`src/rtl/decode_register_file_pkg.sv`:
```
// Shared RISC-V types and constants for the decode-stage register file.
package riscv_pkg;
  localparam int XLEN      = 32;
  localparam int REG_IDX_W = 5;

  typedef logic [XLEN-1:0]      word_t;
  typedef logic [REG_IDX_W-1:0] reg_idx_t;

  localparam reg_idx_t REG_ZERO = '0;
endpackage

```
`src/rtl/decode_register_file_if.sv`:
```
// Write-back / decode port bundle of the integer register file.
interface decode_register_file_if import riscv_pkg::*; #(
  parameter int XLEN  = riscv_pkg::XLEN,
  parameter int NREGS = 32
);
  localparam int IW = $clog2(NREGS);

  logic            RegWriteW;
  logic [IW-1:0]   RdW;
  logic [XLEN-1:0] ResultW;
  logic [IW-1:0]   A1D;
  logic [IW-1:0]   A2D;
  logic [XLEN-1:0] RD1D;
  logic [XLEN-1:0] RD2D;
  logic [15:0]     WrCountW;

  modport master (
    output RegWriteW, RdW, ResultW, A1D, A2D,
    input  RD1D, RD2D, WrCountW
  );

  modport slave (
    input  RegWriteW, RdW, ResultW, A1D, A2D,
    output RD1D, RD2D, WrCountW
  );
endinterface

```
`src/rtl/decode_register_file_read_port.sv`:
```
// One combinational read port: index decode, x0 forcing, optional write bypass.
// Bypass is compiled in when RF_BYPASS_EN is defined.
module regfile_read_port import riscv_pkg::*; #(
  parameter int XLEN  = riscv_pkg::XLEN,
  parameter int NREGS = 32,
  parameter int IW    = $clog2(NREGS)
) (
  input  logic [XLEN-1:0] regs [NREGS],
  input  logic [IW-1:0]   addr,
  input  logic            byp_we,
  input  logic [IW-1:0]   byp_rd,
  input  logic [XLEN-1:0] byp_data,
  output logic [XLEN-1:0] data
);
  logic addr_ok;

  assign addr_ok = (addr != IW'(REG_ZERO)) && (int'(addr) < NREGS);

`ifdef RF_BYPASS_EN
  always_comb begin
    data = '0;
    if (addr_ok) begin
      data = regs[addr];
      // write-first: a same-cycle write to this index wins over storage
      if (byp_we && (byp_rd == addr))
        data = byp_data;
    end
  end
`else
  logic unused_byp;
  assign unused_byp = ^{byp_we, byp_rd, byp_data};

  always_comb begin
    data = '0;
    if (addr_ok)
      data = regs[addr];
  end
`endif
endmodule

```
`src/rtl/decode_register_file.sv`:
```
// Integer register file: write-back writes, decode reads two ports combinationally.
// Optional same-cycle bypass: define RF_BYPASS_EN.
module decode_register_file import riscv_pkg::*; #(
  parameter int XLEN  = riscv_pkg::XLEN,
  parameter int NREGS = 32
) (
  input logic clk,
  input logic reset,
  decode_register_file_if.slave rf
);
  localparam int IW = $clog2(NREGS);

  logic [XLEN-1:0] regs [NREGS];
  logic [15:0]     wr_count;
  logic            commit;
  logic            byp_we;

  assign commit = rf.RegWriteW && (rf.RdW != IW'(REG_ZERO)) && (int'(rf.RdW) < NREGS);
  // reset must force reads to 0 even while a write is being presented
  assign byp_we = rf.RegWriteW && !reset;

  always_ff @(posedge clk or posedge reset) begin
    if (reset) begin
      for (int i = 0; i < NREGS; i++)
        regs[i] <= '0;
      wr_count <= '0;
    end else if (commit) begin
      regs[rf.RdW] <= rf.ResultW;
      if (wr_count != 16'hFFFF)
        wr_count <= wr_count + 16'd1;
    end
  end

  assign rf.WrCountW = wr_count;

  regfile_read_port #(.XLEN(XLEN), .NREGS(NREGS), .IW(IW)) u_rp1 (
    .regs     (regs),
    .addr     (rf.A1D),
    .byp_we   (byp_we),
    .byp_rd   (rf.RdW),
    .byp_data (rf.ResultW),
    .data     (rf.RD1D)
  );

  regfile_read_port #(.XLEN(XLEN), .NREGS(NREGS), .IW(IW)) u_rp2 (
    .regs     (regs),
    .addr     (rf.A2D),
    .byp_we   (byp_we),
    .byp_rd   (rf.RdW),
    .byp_data (rf.ResultW),
    .data     (rf.RD2D)
  );
endmodule

```
`src/flat_wrapper.sv`:
```
// flat-port wrapper written by rule: the top's interface ports become plain ports
module decode_register_file_flat import riscv_pkg::*;
#(
  parameter int XLEN  = riscv_pkg::XLEN,
  parameter int NREGS = 32
)
  (clk, reset, rf_RegWriteW, rf_RdW, rf_ResultW, rf_A1D, rf_A2D, rf_RD1D, rf_RD2D, rf_WrCountW);
  decode_register_file_if #(.XLEN(XLEN), .NREGS(NREGS)) rf_i ();
  input logic clk;
  input logic reset;
  input wire logic [$bits(rf_i.RegWriteW)-1:0] rf_RegWriteW;
  input wire logic [$bits(rf_i.RdW)-1:0] rf_RdW;
  input wire logic [$bits(rf_i.ResultW)-1:0] rf_ResultW;
  input wire logic [$bits(rf_i.A1D)-1:0] rf_A1D;
  input wire logic [$bits(rf_i.A2D)-1:0] rf_A2D;
  output wire logic [$bits(rf_i.RD1D)-1:0] rf_RD1D;
  output wire logic [$bits(rf_i.RD2D)-1:0] rf_RD2D;
  output wire logic [$bits(rf_i.WrCountW)-1:0] rf_WrCountW;
  assign rf_i.RegWriteW = rf_RegWriteW;
  assign rf_i.RdW = rf_RdW;
  assign rf_i.ResultW = rf_ResultW;
  assign rf_i.A1D = rf_A1D;
  assign rf_i.A2D = rf_A2D;
  assign rf_RD1D = rf_i.RD1D;
  assign rf_RD2D = rf_i.RD2D;
  assign rf_WrCountW = rf_i.WrCountW;
  decode_register_file #(.XLEN(XLEN), .NREGS(NREGS)) u_core (.clk(clk), .reset(reset), .rf(rf_i));
endmodule
```
`config.mk`:
```
export PLATFORM = sky130hd
export DESIGN_NAME = decode_register_file_flat
export DESIGN_NICKNAME = d
export VERILOG_FILES = /design/src/rtl/decode_register_file_pkg.sv /design/src/rtl/decode_register_file_if.sv /design/src/rtl/decode_register_file_read_port.sv /design/src/rtl/decode_register_file.sv /design/src/flat_wrapper.sv
export SDC_FILE = /design/constraint.sdc
export NUM_CORES = 2
export LEC_CHECK = 0
export BUFFER_PORTS_ARGS = -buffer_cell sky130_fd_sc_hd__buf_2
export CAP_MARGIN = 30
export CORE_MARGIN = 3
export CORE_UTILIZATION = 45
export DETAILED_ROUTE_END_ITERATION = 16
export HOLD_SLACK_MARGIN = 0.02
export PLACE_DENSITY = 0.59
export SETUP_SLACK_MARGIN = 0.5
export SLEW_MARGIN = 20
export SYNTH_ARGS = -nofsm -noshare
export SYNTH_HDL_FRONTEND = slang
export SYNTH_SLANG_ARGS = --single-unit
```
`constraint.sdc`:
```
create_clock -name clk -period 46.9 [get_ports clk]
set_input_delay 9.38 -clock clk [delete_from_list [all_inputs] [get_ports clk]]
set_output_delay 9.38 -clock clk [all_outputs]
set_load 0.05 [all_outputs]
```
==> impl_metrics.tcl <==
set metrics [dict create \
    drt-vias-per-instance 6.718 \
    cpMostUsedCell "buf_4" \
    start_util 0.4553 \
    finClkSkew_ns 0.004376 \
    synth_area_um2 55640 \
    area_growth_pct 10.05 \
    antenna_found_initial 24 \
    finalHoldViolCount 0 \
    final_cell_area_um2 61230 \
    fin_util 0.5011 \
    path_max_fanout 71 \
    place_ws_ns 23.84 \
    grt_pass1_wl_um 263500 \
    dr.first_iter.drc_count 3314 \
    wl_um 180200 \
    antenna_left 0 \
    rsz0062_at_grt "no" \
    synth_edf_count 0 \
    finalWorstSetupSlack_ns 23.97 \
    synth_top_family_by_area "multiplexers" \
    ios 130 \
    crit_required_ns 37.52 \
    grt_usage 0.2829 \
    die_w_um 357.6 \
    synth_flop_cell "dfrtp_1" \
    root_buffer "clkbuf_16" \
    end_kind "output port" \
    num_vias 35240 \
    synthMuxAreaShare 0.4341 \
    syn-instance-count 3590 \
    synth.avg_cell_area_um2 15.50 \
    critical_path_arrival_ns 13.55 \
    rows 128 \
    hold_class "flop to flop" \
    place_congestion 0.7871 \
    hold_depth 0 \
    wire_per_inst_um 34.35 \
    h-tree-depth 3 \
    cts_buffers 116 \
    portBuffers 129 \
    die_height_um 357.6 \
    maxSlewViolCount 0 \
    crit_chain "buf_8, buf_4, buf_4, mux4_2, nor2b_1, a211oi_1, a211o_1, a21oi_1, buf_2" \
    fin_nets 3574 \
    clkLatencyLatePin_ns 0.70 \
    yosys.cell_types.count 54 \
    gr-total-overflow 0 \
    fp.coreArea_um2 122200 \
    ys_ff_latch 1040 \
    ys_seq_area_frac 0.4678 \
    cpMaxStageDelayCell "buf_4" \
    worst_pin_slew_ns 1.084 \
    setup_tns_ns 0 \
    leakage_nw 26.50 \
    detailed_place_hpwl_um 100800 \
    post_cts_buffers 0 \
    drc_errors 0 \
    syn_nets 3641 \
    cts.clk_slew.worst_paths_ns 0.06 \
    critPathLaunchType "primary input" \
    dr.pass1.iters 5 \
    fmax_ghz 0.04361 \
    cts_resized 0 \
    grt_max_degree 193 \
    n_fill_cell 10150 \
    yosys_warnings 0 \
    irDropWorstVdd_mv 0.03273 \
    async_flop_share 1.000 \
    die_area_um2 127900 \
    setup_viol 0 \
    tritoncts "built" \
    synthAdderAreaFrac 0.0002249 \
    maxSlewHeadroom 0.2775 \
    rr_worst_depth 5 \
    synth_compound_area_frac 0.03497 \
    max_stage_delay_ns 0.84 \
    place_area_um2 57090 \
    cts_sinks 1040 \
    clockBufferDepth 3 \
    synthXorXnorAreaFrac 0.002361 \
    status "complete, no violations" \
    power.total_mw 2.702 \
    layout-drive-gt1-share 0.5540 \
    maxCapViolations 0 \
    worstSetupPathType "primary input to output port" \
    grt_pass1_vias 37390 \
    period_share 0.4889 \
    synth-simple-area-share 0.01974 \
    finalCriticalPeriod_ns 22.93 \
    cts_hold_buf 0 \
    power_density_nw_per_um2 44.13 \
]
[cell usage after synthesis, types with 40 or more instances]
master    number  area share
buf_2        122       0.011
nor2_1        74      0.0050
nand2_1       43      0.0029
dfrtp_1     1040        0.47
a21oi_1       65      0.0058
mux2_2      1031        0.21
clkbuf_1     166       0.011
mux4_2       496        0.20
buf_4         40      0.0054
a211oi_1      60      0.0081
mux2i_1       94       0.017
nor2b_1       63      0.0071
[stage by stage]
stage,cells,hold WS [ns]
2_1_floorplan,3590,0.4413
3_3_place_gp,5016,0.3763
3_5_place_dp,5020,0.3845
4_1_cts,5227,0.3977
5_1_grt,5239,0.4109
6_report,5246,0.3938
[cell families after synthesis]
group | Yosys count
mux | 1638
flops | 1040
buf+inv | 417
compound gates | 262
simple gates | 217
xor+xnor | 15
fa+ha+maj | 1
[critical path: cells and delay by family]
family / cells / cell delay [ns]
buffers and inverters: 4 / 2.70
AOI/OAI and AO/OA: 3 / 0.85
muxes: 1 / 0.36
and+or+nand+nor: 1 / 0.14
[worst paths after layout]
kind	start	endpoint	slack, ns
worst max-delay path	rf_A1D[1]	rf_RD1D[28]	23.97
worst min-delay path	u_core.regs[1011]	u_core.regs[1011]	0.39
worst max register to register	u_core.rf.WrCountW[9]	u_core.rf.WrCountW[7]	44.86
worst min register to register	u_core.regs[1011]	u_core.regs[1011]	0.39
max in group asynchronous	reset	u_core.regs[243]	35.87
min in group asynchronous	reset	u_core.regs[355]	8.61
[cell type report]
class	instances	area [um2]	area share
Antenna cell	9	22.52	0.0003678
Tap cell	1625	2033	0.03320
Sequential cell	1040	26030	0.4250
Clock buffer	155	3281	0.05358
Clock inverter	52	578.1	0.009440
Multi-Input combinational cell	2133	27540	0.4497
Inverter	5	26.28	0.0004291
Timing Repair Buffer	227	1730	0.02826
[state kept, by name, summed over array words and instances (netlist names)]
signal / count
u_core.rf.WrCountW: 16
u_core.regs: 1024
[metal layers]
metal  vias to the layer above  wire (um)  part of all wire  track usage
met3                       361      13050             0.072      0.05523
met1                     19530      75380              0.42       0.3908
li1                      13810          -                 -            -
met5                         -         41           0.00023            0
met4                         6       6375             0.035      0.09334
met2                      1535      85350              0.47       0.4524
[where the power goes]
group	total, mW	switching, mW	internal (mW)	leakage, nW
logic	0.575	0.253	0.322	11.2
registers	1.20	0.128	1.07	13.4
clock network	0.931	0.383	0.548	1.93
[placed cells by master, fill, tap and decap left out, types with 4 or more instances in the layout]
master,synthesis,final
dfrtp_1,1040,1040
mux2_2,1031,1031
mux4_2,496,496
buf_2,122,123
clkbuf_16,0,117
mux2i_1,94,94
buf_4,40,77
a21oi_1,65,65
nor2b_1,63,61
nor2_1,74,60
a211oi_1,60,60
a221oi_1,36,36
clkinv_2,0,33
nand2_1,43,28
clkbuf_8,0,21
a22oi_1,20,20
o21ai_0,19,19
clkbuf_1,166,17
a211o_1,16,16
mux4_1,16,16
nand2_2,0,15
nor2_4,0,14
a2111oi_0,18,14
xor2_1,12,12
bufinv_16,0,11
buf_12,5,10
diode_2,0,9
a2111oi_1,7,9
a221oi_2,8,8
buf_16,0,8
nand3_1,7,7
a2111oi_2,4,6
buf_8,5,6
a31oi_1,5,5
nand3b_1,4,4
nor3b_1,4,4
nand4_1,4,4
inv_6,0,4
No activity file was read; power rests on OpenSTA's default activity.
